`src/rtl/gray_seq_ctrl.sv`:
```
// gray_seq_ctrl: stepped binary/Gray code sequencer.
// A sequence is armed from IDLE by a start pulse, which latches the direction,
// the run mode and the last value to emit. Each accepted step in RUN emits the
// current count as a registered binary/Gray pair with a one-cycle valid pulse.
// A one-shot sequence ends through DONE, which produces a single done pulse.
// A continuous sequence wraps back to its start value until stop is seen.
module gray_seq_ctrl #(
   parameter int width = 4
) (
   input  logic             clk,
   input  logic             rst,
   input  logic             start,
   input  logic             mode_down,
   input  logic             cont,
   input  logic [width-1:0] limit,
   input  logic             step_en,
   input  logic             stop,
   output logic             busy,
   output logic [width-1:0] b_out,
   output logic [width-1:0] g_out,
   output logic             valid,
   output logic             done
);

   typedef enum logic [1:0] {
      S_IDLE = 2'd0,
      S_RUN  = 2'd1,
      S_DONE = 2'd2
   } state_t;

   localparam logic [width-1:0] ONE = {{(width-1){1'b0}}, 1'b1};

   state_t           r_state;
   state_t           w_next_state;
   logic             w_step;      // a code is emitted at this edge
   logic             w_at_limit;  // current count is the last value of the lap
   logic             w_arm;       // start accepted at this edge

   logic [width-1:0] r_cnt;
   logic             r_down;
   logic             r_cont;
   logic [width-1:0] r_limit;

   assign w_at_limit = (r_cnt == r_limit);
   assign w_arm      = (r_state == S_IDLE) && start;

   // Next-state decode; stop takes priority over a simultaneous step request.
   // NOTE: every signal written here gets a default first, so no path can
   // leave it unassigned and infer a latch.
   always_comb begin
      w_next_state = r_state;
      w_step       = 1'b0;
      case (r_state)
         S_IDLE: begin
            if (start) w_next_state = S_RUN;
         end
         S_RUN: begin
            if (stop) begin
               w_next_state = S_IDLE;
            end else if (step_en) begin
               w_step = 1'b1;
               if (w_at_limit && !r_cont) w_next_state = S_DONE;
            end
         end
         S_DONE: begin
            w_next_state = S_IDLE;
         end
         default: begin
            w_next_state = S_IDLE;
         end
      endcase
   end

   // State register with synchronous reset.
   // NOTE: sequential state uses non-blocking assignments so every register
   // samples the pre-edge values, independent of statement order.
   always_ff @(posedge clk) begin
      if (rst) r_state <= S_IDLE;
      else     r_state <= w_next_state;
   end

   // Counter, latched configuration and registered outputs.
   always_ff @(posedge clk) begin
      if (rst) begin
         r_cnt   <= '0;
         r_down  <= 1'b0;
         r_cont  <= 1'b0;
         r_limit <= '0;
         b_out   <= '0;
         g_out   <= '0;
         valid   <= 1'b0;
         done    <= 1'b0;
         busy    <= 1'b0;
      end else begin
         valid <= w_step;
         // done lands one cycle after the final valid, on the DONE -> IDLE edge.
         done  <= (r_state == S_DONE);
         busy  <= (w_next_state == S_RUN);

         if (w_arm) begin
            r_down  <= mode_down;
            r_cont  <= cont;
            r_limit <= limit;
            r_cnt   <= mode_down ? '1 : '0;
         end

         if (w_step) begin
            b_out <= r_cnt;
            g_out <= r_cnt ^ (r_cnt >> 1);
            if (w_at_limit) begin
               // End of a lap: rewind to the start value (only matters when continuous).
               r_cnt <= r_down ? '1 : '0;
            end else if (r_down) begin
               r_cnt <= r_cnt - ONE;
            end else begin
               r_cnt <= r_cnt + ONE;
            end
         end
      end
   end

endmodule

```
`config.mk`:
```
export PLATFORM = sky130hd
export DESIGN_NAME = gray_seq_ctrl
export DESIGN_NICKNAME = d
export VERILOG_FILES = /design/src/rtl/gray_seq_ctrl.sv
export SDC_FILE = /design/constraint.sdc
export NUM_CORES = 1
export LEC_CHECK = 0
export CORE_ASPECT_RATIO = 1.25
export CORE_UTILIZATION = 40
export CTS_BUF_LIST = sky130_fd_sc_hd__clkbuf_8
export DETAILED_ROUTE_END_ITERATION = 8
export PLACE_DENSITY = 0.66
export SLEW_MARGIN = 0
export SYNTH_ARGS = -nofsm -noshare
export SYNTH_HDL_FRONTEND = slang
export SYNTH_SLANG_ARGS = --single-unit
```
`constraint.sdc`:
```
create_clock -name clk -period 3.4 [get_ports clk]
set_input_delay 0.51 -clock clk [delete_from_list [all_inputs] [get_ports clk]]
set_output_delay 0.51 -clock clk [all_outputs]
set_load 0.05 [all_outputs]
```
==> tab_implementation.tex, run 1 <==
\begin{tabular}{lr}
\hline
Metric & Value \\
\hline
\multicolumn{2}{l}{\textbf{Worst setup path}} \\
\quad Register-to-register setup slack & 1.69 ns \\
\quad Cell at the slowest stage of the critical path & sky130\_fd\_sc\_hd\_\_clkdlybuf4s50\_1 \\
\quad Required arrival time at the worst endpoint & 2.89 ns \\
\quad Reg2reg start & r\_cnt[1]\$\_SDFFE\_PP0P\_ \\
\quad Startpoint type of the worst setup path & flip-flop \\
\quad Family of cells with the greatest summed delay on the critical path & buffers and inverters \\
\quad Total stage count of the critical path & 1 \\
\quad Series of cell instances along the critical path & clkdlybuf4s50\_1 \\
\quad Crit Path Max Fanout & 3 \\
\quad Crit path capture type & output pin \\
\quad Critical path class & flip-flop to output pin \\
\quad Count of cells along the worst register-to-register path & 4 \\
\quad End of the critical path & g\_out[3] \\
\quad Reg2reg end & r\_cnt[1]\$\_SDFFE\_PP0P\_ \\
\quad Arrival @ worst endpoint & 1.43 ns \\
\quad Buf/Inv on CP & 1 \\
\quad Setup crit start & b\_out[3]\$\_SDFFE\_PP0P\_ \\
\quad Stage delay of the slowest cell on the critical path & 0.81 ns \\
\multicolumn{2}{l}{\textbf{Finish}} \\
\quad Highest-count cells in the layout ignoring fill and taps & sky130\_fd\_sc\_hd\_\_dfxtp\_1 (22), sky130\_fd\_sc\_hd\_\_clkdlybuf4s50\_1 (21), sky130\_fd\_sc\_hd\_\_nor2\_1 (13), sky130\_fd\_sc\_hd\_\_a21oi\_1 (11), sky130\_fd\_sc\_hd\_\_nand2\_1 (10) \\
\quad Layout overhead on the synthesized area & 27.9\% \\
\quad Final nets & 146 \\
\quad Util after Layout & 0.548 \\
\quad Most common library cell in the layout ignoring fill and taps & sky130\_fd\_sc\_hd\_\_dfxtp\_1 \\
\quad Final cell area excluding filler cells & 1340 µm² \\
\quad Ratio of cells with drive above 1 in the final layout & 0.107 \\
\quad Antenna diode count & 0 \\
\multicolumn{2}{l}{\textbf{Logic synthesis}} \\
\quad Part of the Yosys area used for sequential elements & 0.419 \\
\quad Top\_reg\_cell synth & sky130\_fd\_sc\_hd\_\_dfxtp\_1 \\
\quad Number of different library cells in the post-synthesis netlist & 34 \\
\quad Post-Synthesis Net Count & 126 \\
\quad Largest area contributor in the netlist & sky130\_fd\_sc\_hd\_\_dfxtp\_1 \\
\quad Mapped Area & 1050 µm² \\
\quad Post-synthesis async set-or-reset flop share & 0 \\
\quad Dominant cells by area after synthesis & sky130\_fd\_sc\_hd\_\_dfxtp\_1 (42\%), sky130\_fd\_sc\_hd\_\_mux2i\_1 (6.7\%), sky130\_fd\_sc\_hd\_\_a21oi\_1 (5.2\%) \\
\quad Mean Syn Cell Area & 9.38 µm² \\
\quad Gate count of the mapped netlist & 112 \\
\quad Number of warnings issued by yosys & 0 \\
\quad Number of synthesized flops with an enable pin & 0 \\
\quad Share of the synthesized area in the top cell type & 0.419 \\
\quad FF+latch count, synth & 22 \\
\multicolumn{2}{l}{\textbf{Die}} \\
\quad Die span in y & 59.3 µm \\
\quad Floorplan die width & 47.8 µm \\
\quad Num ports & 22 \\
\quad Core area & 2450 µm² \\
\quad Starting density of the core & 0.429 \\
\quad Floorplan die area & 2840 µm² \\
\quad \# rows & 20 \\
\multicolumn{2}{l}{\textbf{Drt}} \\
\quad Average via count per standard cell & 5.05 \\
\quad DRC errors left & 0 \\
\quad Total routed wire length on the met1 layer & 897 µm \\
\quad Total number of vias & 829 \\
\quad Highest metal layer with signal wires & met4 \\
\quad Drt wl/cell & 12.5 µm \\
\quad Iteration-0 DRC Markers & 15 \\
\quad Detailed-router iteration count before antenna repair & 3 \\
\quad Met3 wire len & 88 µm \\
\quad Antenna viol nets, final & 0 \\
\quad DRT Wirelength & 2050 µm \\
\quad Met2 routed wirelength & 1030 µm \\
\multicolumn{2}{l}{\textbf{Timing}} \\
\quad Maximum clock frequency & 516 MHz \\
\quad Pin slew with the least headroom to its limit & 0.508 ns \\
\quad TNS Setup & 0 ns \\
\quad Hold Fails Final Rpt & 0 \\
\quad Count of endpoints failing setup in the final report & 0 \\
\quad Setup repair after global routing missed its margin & false \\
\quad Final worst slack & 1.46 ns \\
\quad Largest clock skew in the final design & 0.00478 ns \\
\quad Pins over their slew limit & 0 \\
\quad Final Cycle Share & 0.570 \\
\quad Rel. slew slack & 0.659 \\
\quad Fin crit period & 1.94 ns \\
\multicolumn{2}{l}{\textbf{Power}} \\
\quad Combinational share of power & 0.177 \\
\quad Power per cell area & 479 nW/µm² \\
\quad Total net switching power & 0.159 mW \\
\quad Maximum resistive drop on vdd & 0.000262 V \\
\quad Reported leakage power & 0.500 nW \\
\quad Switching portion of total power & 0.247 \\
\quad Sequential power share & 0.443 \\
\quad Internal Pwr Total & 0.485 mW \\
\quad Tot Pwr & 0.643 mW \\
\quad Clock share of power & 0.379 \\
\multicolumn{2}{l}{\textbf{CTS}} \\
\quad Number of gates resized after CTS & 0 \\
\quad Setup Fix Bufs, Post-CTS & 0 \\
\quad Clock transition at the registers of the reported paths & 0.08 ns \\
\quad \# clock sinks & 22 \\
\quad CTS root buf & sky130\_fd\_sc\_hd\_\_clkbuf\_8 \\
\quad Hold bufs inserted after CTS & 0 \\
\quad Max clock buf depth & 2 \\
\quad H-tree levels & 1 \\
\quad Clk Latency, worst-skew pair & 0.27 ns \\
\quad Clock tree from TritonCTS & built \\
\quad Total CTS buffers & 3 \\
\multicolumn{2}{l}{\textbf{Placement}} \\
\quad Placed wire-length estimate after detailed placement & 1470 µm \\
\quad Post-DP Area & 1270 µm² \\
\quad RD Place Congestion & 0.837 \\
\quad Port Buf Inserts & 21 \\
\quad Minimum setup slack after placement & 1.31 ns \\
\multicolumn{2}{l}{\textbf{Global routing}} \\
\quad Global-route total usage across every layer & 0.168 \\
\quad Largest net degree at the start of global routing & 14 \\
\quad Number of global-route vias before repair & 740 \\
\quad Antenna violations before repair & 0 \\
\quad First-pass GRT wire length & 3260 µm \\
\quad Sum of overflow across all layers after global routing & 0 \\
\multicolumn{2}{l}{\textbf{Status}} \\
\quad Status & completed \\
\multicolumn{2}{l}{\textbf{Job}} \\
\quad \# Max-Cap Violations & 0 \\
\multicolumn{2}{l}{\textbf{Worst hold path}} \\
\quad Type of the worst min-delay path & flip-flop to flip-flop \\
\hline
\end{tabular}
## logic make-up after synthesis
family	after synthesis	share of synthesized area
xor+xnor	8	0.0738
fa+ha+maj	3	0.0429
compound gates	21	0.132
buf+inv	13	0.0607
flops	22	0.419
mux	8	0.0810
simple gates	37	0.190
## synth_stat cells, types with 2 or more instances
library cell                n
sky130_fd_sc_hd__ha_1       2
sky130_fd_sc_hd__o21ba_2    2
sky130_fd_sc_hd__inv_1      5
sky130_fd_sc_hd__nand2_1   10
sky130_fd_sc_hd__dfxtp_1   22
sky130_fd_sc_hd__xor2_1     3
sky130_fd_sc_hd__o22ai_1    3
sky130_fd_sc_hd__clkbuf_1   3
sky130_fd_sc_hd__xnor2_1    4
sky130_fd_sc_hd__buf_2      2
sky130_fd_sc_hd__a21oi_1   11
sky130_fd_sc_hd__nor3b_1    2
sky130_fd_sc_hd__mux2i_1    7
sky130_fd_sc_hd__a211oi_1   3
sky130_fd_sc_hd__nor2_1    13
sky130_fd_sc_hd__nor3_1     2
## power groups by stage
| stage | registers [mW] | clock network [mW] | logic (mW) |
|---|---|---|---|
| after floorplan | 0.294 | 0 | 0.0819 |
| after global placement | 0.291 | 0 | 0.114 |
| after detailed placement | 0.291 | 0 | 0.115 |
| after CTS | 0.285 | 0.250 | 0.115 |
| after global routing | 0.287 | 0.256 | 0.126 |
| final | 0.285 | 0.244 | 0.114 |
## final cells by class
| type | instances | area [µm²] |
|---|---|---|
| fill | 260 | 1110 |
| timing repair buffer | 23 | 225 |
| sequential | 22 | 440 |
| tap | 33 | 41.3 |
| multi-input combinational | 77 | 547 |
| inverter | 5 | 18.8 |
| clock buffer | 3 | 41.3 |
| clock inverter | 1 | 30.0 |
## worst min path at each step
stage	startpoint	endpoint	slack [ns]	depth (start not counted)
2_1_floorplan	r_state[0]$_SDFF_PP0_	done$_SDFF_PP0_	0.46	1
3_3_place_gp	b_out[1]$_SDFFE_PP0P_	b_out[1]$_SDFFE_PP0P_	0.45	2
3_5_place_dp	b_out[0]$_SDFFE_PP0P_	b_out[0]$_SDFFE_PP0P_	0.46	2
4_1_cts	b_out[0]$_SDFFE_PP0P_	b_out[0]$_SDFFE_PP0P_	0.47	2
5_1_grt	b_out[1]$_SDFFE_PP0P_	b_out[1]$_SDFFE_PP0P_	0.49	2
6_report	b_out[0]$_SDFFE_PP0P_	b_out[0]$_SDFFE_PP0P_	0.46	2
## registers in the layout (all words and copies together), names as in the netlist
| signal | count |
|---|---|
| b_out | 4 |
| r_cnt | 4 |
| r_limit | 4 |
| g_out | 3 |
| r_state | 2 |
| busy | 1 |
| done | 1 |
| r_cont | 1 |
| r_down | 1 |
| valid | 1 |
## metrics by stage
stage               hold WS (ns)  cells
global placement           0.454    160
CTS                        0.471    164
finish                     0.464    164
global route               0.492    164
detailed placement         0.457    160
floorplan                  0.457    112
## per-layer routing
metal | vias to the layer above | global-route usage
met2 | 20 | 0.268
met1 | 388 | 0.200
li1 | 417 | -
met5 | - | 0
met4 | 0 | 0.0913
met3 | 4 | 0.0396
Note: power is estimated with default switching activity, not from simulation.
==> run 2: changes to the inputs <==
==> constraint.sdc (replaced) <==
create_clock -name clk -period 1.9 [get_ports clk]
set_input_delay 0.285 -clock clk [delete_from_list [all_inputs] [get_ports clk]]
set_output_delay 0.285 -clock clk [all_outputs]
set_load 0.05 [all_outputs]
==> tab_implementation.tex, run 2 (synthesis gave the netlist of run 1 again) <==
\begin{tabular}{lr}
\hline
Metric & Value \\
\hline
\multicolumn{2}{l}{\textbf{Global routing}} \\
\quad Sum of overflow across all layers after global routing & 0 (unchanged) \\
\quad Number of global-route vias before repair & 852 (+15\%) \\
\quad First-pass GRT wire length & 3650 µm (+12\%) \\
\quad Largest net degree at the start of global routing & 24 (+10) \\
\quad Global-route total usage across every layer & 0.180 (+0.0120) \\
\quad Antenna violations before repair & 0 (unchanged) \\
\multicolumn{2}{l}{\textbf{Die}} \\
\quad Die span in y & 59.3 µm (unchanged) \\
\quad Starting density of the core & 0.429 (unchanged) \\
\quad \# rows & 20 (unchanged) \\
\quad Floorplan die width & 47.8 µm (unchanged) \\
\quad Core area & 2450 µm² (unchanged) \\
\quad Floorplan die area & 2840 µm² (unchanged) \\
\quad Num ports & 22 (unchanged) \\
\multicolumn{2}{l}{\textbf{Finish}} \\
\quad Largest registers & b\_out (4), r\_cnt (4), r\_limit (4) \\
\quad Ratio of cells with drive above 1 in the final layout & 0.133 (+0.0265) \\
\quad Final Non-Filler Cells & 168 (+2.4\%) \\
\quad Final nets & 150 (+2.7\%) \\
\quad Most common library cell in the layout ignoring fill and taps & sky130\_fd\_sc\_hd\_\_dfxtp\_1 \\
\quad Antenna diode count & 0 (unchanged) \\
\quad Layout overhead on the synthesized area & 29.2\% \\
\quad Highest-count cells in the layout ignoring fill and taps & sky130\_fd\_sc\_hd\_\_dfxtp\_1 (22), sky130\_fd\_sc\_hd\_\_clkdlybuf4s50\_1 (21), sky130\_fd\_sc\_hd\_\_nor2\_1 (13), sky130\_fd\_sc\_hd\_\_a21oi\_1 (11), sky130\_fd\_sc\_hd\_\_nand2\_1 (10) \\
\multicolumn{2}{l}{\textbf{Drt}} \\
\quad Total number of vias & 845 (+1.9\%) \\
\quad Iteration-0 DRC Markers & 21 (+6) \\
\quad Detailed-router iteration count before antenna repair & 4 (+1) \\
\quad DRT Wirelength & 2190 µm (+6.9\%) \\
\quad Antenna viol nets, final & 0 (unchanged) \\
\quad Average via count per standard cell & 5.03 (-0.50\%) \\
\quad DRC errors left & 0 (unchanged) \\
\quad Drt wl/cell & 13.0 µm (+4.4\%) \\
\multicolumn{2}{l}{\textbf{CTS}} \\
\quad Number of gates resized after CTS & 0 (unchanged) \\
\quad Hold bufs inserted after CTS & 0 (unchanged) \\
\quad H-tree levels & 1 (unchanged) \\
\quad \# clock sinks & 22 (unchanged) \\
\quad Max clock buf depth & 2 (unchanged) \\
\quad Clock tree from TritonCTS & built \\
\quad Total CTS buffers & 3 (unchanged) \\
\quad Clk Latency, worst-skew pair & 0.25 ns (-0.02 ns) \\
\quad Clock transition at the registers of the reported paths & 0.08 ns (about the same) \\
\quad CTS root buf & sky130\_fd\_sc\_hd\_\_clkbuf\_8 \\
\quad Setup Fix Bufs, Post-CTS & 0 (unchanged) \\
\multicolumn{2}{l}{\textbf{Job}} \\
\quad \# Max-Cap Violations & 0 (unchanged) \\
\multicolumn{2}{l}{\textbf{Timing}} \\
\quad Pins over their slew limit & 0 (unchanged) \\
\quad Rel. slew slack & 0.653 (-0.00503) \\
\quad Largest clock skew in the final design & 0.00177 ns (-0.00301 ns) \\
\quad Maximum clock frequency & 581 MHz \\
\quad Count of endpoints failing setup in the final report & 0 (unchanged) \\
\quad Fin crit period & 1.72 ns \\
\quad Final Cycle Share & 0.906 \\
\quad Final worst slack & 0.179 ns (-1.28 ns) \\
\quad Hold Fails Final Rpt & 0 (unchanged) \\
\quad Pin slew with the least headroom to its limit & 0.516 ns (+0.00749 ns) \\
\quad Setup repair after global routing missed its margin & false \\
\quad TNS Setup & 0 ns (unchanged) \\
\multicolumn{2}{l}{\textbf{Power}} \\
\quad Tot Pwr & 1.05 mW (+63\%) \\
\quad Maximum resistive drop on vdd & 0.000595 V (+130\%) \\
\quad Reported leakage power & 0.513 nW (+2.6\%) \\
\quad Power per cell area & 774 nW/µm² (+62\%) \\
\multicolumn{2}{l}{\textbf{Worst setup path}} \\
\quad Series of cell instances along the critical path & clkdlybuf4s50\_1 \\
\quad Stage delay of the slowest cell on the critical path & 0.82 ns (about the same) \\
\quad Crit Path Max Fanout & 3 (unchanged) \\
\quad Arrival @ worst endpoint & 1.44 ns (about the same) \\
\quad Cell at the slowest stage of the critical path & sky130\_fd\_sc\_hd\_\_clkdlybuf4s50\_1 \\
\quad Crit path capture type & output pin \\
\quad Register-to-register setup slack & 0.20 ns (-1.49 ns) \\
\quad Buf/Inv on CP & 1 (unchanged) \\
\quad Startpoint type of the worst setup path & flip-flop \\
\quad Required arrival time at the worst endpoint & 1.62 ns (-1.27 ns) \\
\quad Family of cells with the greatest summed delay on the critical path & buffers and inverters \\
\quad Critical path class & flip-flop to output pin \\
\multicolumn{2}{l}{\textbf{Placement}} \\
\quad Placed wire-length estimate after detailed placement & 1650 µm (+12\%) \\
\quad Total instance count after detailed placement & 164 (+2.5\%) \\
\quad Port Buf Inserts & 21 (unchanged) \\
\quad Minimum setup slack after placement & 0.199 ns (-1.11 ns) \\
\quad RD Place Congestion & 0.788 (-5.9\%) \\
\multicolumn{2}{l}{\textbf{Status}} \\
\quad Status & completed \\
\multicolumn{2}{l}{\textbf{Worst hold path}} \\
\quad Type of the worst min-delay path & flip-flop to flip-flop \\
\hline
\end{tabular}
[run 2: cell types whose count changed in the layout (fill, tap and decap cells not counted)]
cell / before / now
sky130_fd_sc_hd__buf_4: 2 / 6
sky130_fd_sc_hd__bufinv_16: 1 / 0
sky130_fd_sc_hd__clkbuf_8: 3 / 4
[run 2: layout make-up]
class,instances,area (µm²)
Fill cell,257,1090
Multi-Input combinational cell,77,547
Sequential cell,22,440
Timing Repair Buffer,27,255
Clock buffer,4,55.1
Tap cell,33,41.3
Inverter,5,18.8
[run 2: routing by layer]
metal  GRT usage  vias up  part of all wire
met1       0.212      402              0.46
met4      0.0754        0             0.016
met3      0.0274        4             0.025
met2       0.311       16              0.50
met5           0        -                 0
li1            -      423                 -
[run 2: path summary, 6_finish.rpt]
check,to,cells after the start,startpoint
max reg2reg,r_cnt[3]$_SDFFE_PP0P_,5,r_cnt[2]$_SDFFE_PP0P_
max,g_out[3],1,b_out[3]$_SDFFE_PP0P_
min reg2reg,b_out[2]$_SDFFE_PP0P_,2,b_out[2]$_SDFFE_PP0P_
min,b_out[2]$_SDFFE_PP0P_,2,b_out[2]$_SDFFE_PP0P_
[run 2: report_power, final]
group	switching (mW)	internal (mW)
clock network	0.140	0.184
logic	0.111	0.108
registers	0.0242	0.483
[run 2: metrics by stage]
stage | area [µm²] | hold WS, ns | utilization
floorplan | 1050 | 0.432 | -
global placement | 1300 | 0.444 | 0.531
detailed placement | 1300 | 0.454 | 0.531
CTS | 1360 | 0.465 | 0.554
global route | 1360 | 0.476 | 0.554
finish | 1360 | 0.461 | 0.554
==> RTL edit 1 (flow settings as in run 2) <==
Change the parameter `width` from 4 to 3.
--- a/src/rtl/gray_seq_ctrl.sv
+++ b/src/rtl/gray_seq_ctrl.sv
@@ -5,7 +5,7 @@
 // A one-shot sequence ends through DONE, which produces a single done pulse.
 // A continuous sequence wraps back to its start value until stop is seen.
 module gray_seq_ctrl #(
-   parameter int width = 4
+   parameter int width = 3
 ) (
    input  logic             clk,
    input  logic             rst,
Ports: changed (resized b_out, g_out and limit); port bits go from 22 to 19. The function was not compared with the original's and may differ.
==> RTL edit 1 against run 2 <==
Total power is 16% lower. Clock skew about the same. Setup slack gained 42 ps. Synthesized area fell by 21%. Sequential share of layout area grew 0.74 points. Cell area shrank 20%. Critical path depth unchanged. Sequential cell count is 4 lower. Wire length shrank 33%.
==> RTL edit 1: results <==
[outcome]
outcome = "completed"

[critical_path]
max_stage_delay_ps = 800
rr_endpoint = "r_cnt[1]"
reg2reg_depth = 4
crit_arrival_ps = 1390
regToRegStartpoint = "r_cnt[0]"
endpoint = "g_out[2]"
family_with_the_most_delay_on_the_worst_path = "buffers and inverters"
startpoint = "b_out[2]"

[pwr]
portion_of_total_power_attributed_to_combinational_logic_pct = 18.6
seq-power_mw = 0.409
lkg_pwr_nw = 0.385
worst_ir_drop_vdd_uv = 399
power.share.switching_pct = 24.7

[hold_path]
worst_hold_path_type = "register to register"
hold_path_startpoint = "b_out[1]"
hold_path_end = "b_out[1]"

[layout]
num-nets-final = 119
number_of_signal_net_buffers_in_the_layout = 24
multiInputGateArea_um2 = 409
drive_above_1_share_pct = 15.0
non_clock_buffer_area_share_pct = 20.7
inverters = 3
clock_tree_area_fraction_pct = 5.07
top_regs = "b_out x3, r_cnt x3, r_limit x3"
layout.sequential_cells = 18

[synth]
synth_top_cells_by_count = "sky130_fd_sc_hd__dfxtp_1 (18), sky130_fd_sc_hd__nor2_1 (12), sky130_fd_sc_hd__nand2_1 (7)"
synth.net_count = 97
synth_top_cells_by_area = "sky130_fd_sc_hd__dfxtp_1 (44%), sky130_fd_sc_hd__nor2_1 (5.4%), sky130_fd_sc_hd__xnor2_1 (5.3%)"
synth_cell_type_count = 28
synth.yosys.seq_area_share_pct = 43.5

[detailed_routing]
finalWirelength_mm = 1.47
dr.pass1.iters = 2
vias_per_cell = 5.07
wl_met1_um = 645

[global_route]
met1_usage_pct = 15.6
global_route_met3_usage_pct = 3.41
grt.met2_usage_pct = 26.0
maximum_number_of_pins_on_one_net_before_global_route_repair = 13
first_global_vias = 580
global_route_wire_length_before_repair_mm = 2.38

[placement]
preCtsSetupSlack_ps = 227
port_buffer_count = 18
finalWeightedCongestion = 0.798
place_hpwl_mm = 1.14

[timing]
hold-worst-slack_ps = 454
final.setup_skew_ps = 1.53
slew_margin_rel_pct = 66.6
## RTL edit 1: cell types whose count changed in the layout (fill, tap and decap cells not counted), sizes merged, moves of 3 or more
cell and delta:
a21oi -5, dfxtp -4, clkdlybuf4s50 -3, mux2i -3
nand2 -3, o22ai -3, xor2 -3
## RTL edit 1: cell families after synthesis
| family | share of synthesized area [%] |
|---|---|
| buffers and inverters | 7.10 |
| XOR/XNOR | 9.67 |
| flip-flops | 43.5 |
| multiplexers | 4.83 |
| AND/OR/NAND/NOR | 19.8 |
| AO/OA/AOI/OAI | 12.7 |
| adder cells (fa/ha/maj) | 2.42 |
## RTL edit 1: through the flow
stage / std cells / cell area [µm²] / utilization (%) / power [mW]
floorplan: 86 / 828 / - / 0.535
global placement: 123 / 1030 / 52.6 / 0.580
detailed placement: 123 / 1030 / 52.6 / 0.583
CTS: 127 / 1090 / 55.4 / 0.895
global route: 127 / 1090 / 55.4 / 0.927
finish: 127 / 1090 / 55.4 / 0.881
==> RTL edit 2 (flow settings as in run 2) <==
Made on the original files. Encoding of `state_t`: now one-hot (3 bits for 3 states).
--- a/src/rtl/gray_seq_ctrl.sv
+++ b/src/rtl/gray_seq_ctrl.sv
@@ -22,10 +22,10 @@
    output logic             done
 );
 
-   typedef enum logic [1:0] {
-      S_IDLE = 2'd0,
-      S_RUN  = 2'd1,
-      S_DONE = 2'd2
+   typedef enum logic [2:0] {
+      S_IDLE = 3'b001,
+      S_RUN  = 3'b010,
+      S_DONE = 3'b100
    } state_t;
 
    localparam logic [width-1:0] ONE = {{(width-1){1'b0}}, 1'b1};
Check against the original RTL: same outputs for any inputs over 10 cycles, from zero or initial values and one cycle with rst high; not proved beyond that.
==> RTL edit 2 against run 2 <==
Hold slack gained 31 ps. Total power shrank 0.13%. Sequential cell count rose by 1. Synthesized area rose by 13%. Die area up 13%. Cell area grew 8.1%. First-iteration DRC count decreased by 4.8%. Setup slack better by 4.5 ps. Final cell count grew 6.0%. Global-route usage is 0.19 points higher. Fmax increased by 0.26%. Wire length rose by 10%. Non-clock buffer count stayed put. Largest cell class unchanged.
==> RTL edit 2: results <==
[outcome]
outcome = "completed"

[detailed_routing]
finalWirelength_mm = 2.42
vias = 944
dr.pass1.iters = 4
dr.first_iter.drc_count = 20

[pwr]
lkg_pwr_nw = 0.505
worst_ir_drop_vdd_uv = 592
internal_power_mw = 0.755

[placement]
place_hpwl_mm = 1.75
port_buffer_count = 21
finalWeightedCongestion = 0.830

[clock_tree]
clkTransAtPathRegs_ps = 80
cts_buffers = 3
cts-root-to-sink-buffers = 2
postCtsSetupRepairBufs = 0
ctsHtreeMaxLevel = 1
clkLatencyLatePin_ps = 270
cts-root-buf = "sky130_fd_sc_hd__clkbuf_8"
cts_repair_resize_count = 0

[global_route]
first_global_vias = 991
global_route_wire_length_before_repair_mm = 4.41
antenna_violations_before_repair = 0
grt_use_total_pct = 18.2
maximum_number_of_pins_on_one_net_before_global_route_repair = 18

[synth]
synth.yosys.seq_area_share_pct = 38.7
synth_cell_type_count = 39
synth_top_cells_by_count = "sky130_fd_sc_hd__dfxtp_1 (23), sky130_fd_sc_hd__nand2_1 (13), sky130_fd_sc_hd__a21oi_1 (11)"
synth.net_count = 137
synth_ff_type = "sky130_fd_sc_hd__dfxtp_1"
synth_top_cells_by_area = "sky130_fd_sc_hd__dfxtp_1 (39%), sky130_fd_sc_hd__xnor2_2 (5.5%), sky130_fd_sc_hd__mux2i_1 (5.0%)"
yosysWarnings = 0
synthArstFlopShare_pct = 0

[timing]
final.setup_skew_ps = 5.80
tightestPinTransition_ps = 496

[critical_path]
crit_arrival_ps = 1430
critical-path-slowest-cell = "sky130_fd_sc_hd__clkdlybuf4s50_1"
critical_path_peak_fanout = 3
family_with_the_most_delay_on_the_worst_path = "buffers and inverters"
max_stage_delay_ps = 810

[layout]
n_antenna_cell = 0
filler_cell_count = 269
num-nets-final = 159
drive_above_1_share_pct = 15.3
top_regs = "b_out x4, r_cnt x4, r_limit x4"

[hold_path]
worst_hold_path_type = "register to register"
## RTL edit 2: per-stage QoR
stage                     util [%]  power [mW]  setup slack (ps)  std cells  area, µm²
after floorplan                  -       0.698               455        123       1190
after detailed placement      51.6       0.758               138        174       1420
after global placement        51.6       0.750               198        174       1420
after global routing          53.2        1.10               111        178       1470
final                         53.2        1.05               183        178       1470
after CTS                     53.2        1.05               181        178       1470
## RTL edit 2: power by group through the flow
stage                     registers (mW)  clock network [mW]  logic [mW]
after floorplan                    0.536                   0       0.162
after global placement             0.539                   0       0.211
after detailed placement           0.540                   0       0.217
after CTS                          0.529               0.302       0.220
after global routing               0.533               0.330       0.242
final                              0.529               0.303       0.218
## RTL edit 2: final cells by class
type	count	area, µm²	share of cell area [%]
Clock buffer	3	41.3	2.81
Multi-Input combinational cell	85	646	44.0
Sequential cell	23	460	31.4
Inverter	5	18.8	1.28
Clock inverter	1	3.75	0.256
Timing Repair Buffer	27	255	17.4
Tap cell	34	42.5	2.90
## RTL edit 2: logic make-up (layout without fill, tap and decap cells)
logic type,after synthesis,after routing,synth area share (%)
buffers and inverters,15,36,7.14
XOR/XNOR,8,8,8.40
AND/OR/NAND/NOR,42,42,22.3
flip-flops,23,23,38.7
adder cells (fa/ha/maj),3,3,3.78
multiplexers,7,7,5.99
AO/OA/AOI/OAI,25,25,13.8
## RTL edit 2: worst paths after layout
check / from / end / slack [ps] / cells past startpoint
worst min-delay path: r_limit[1] / r_limit[1] / 490 / 2
worst max-delay path: b_out[3] / b_out[3] / 180 / 1
worst max register to register: r_down / r_cnt[3] / 220 / 5
worst min register to register: r_limit[1] / r_limit[1] / 490 / 2
## RTL edit 2: metal layers
| layer | part of all wire (%) | track usage [%] |
|---|---|---|
| met1 | 46 | 23.2 |
| met4 | 3.3 | 9.38 |
| met3 | 2.4 | 2.19 |
| met5 | 0 | 0 |
| met2 | 49 | 29.3 |
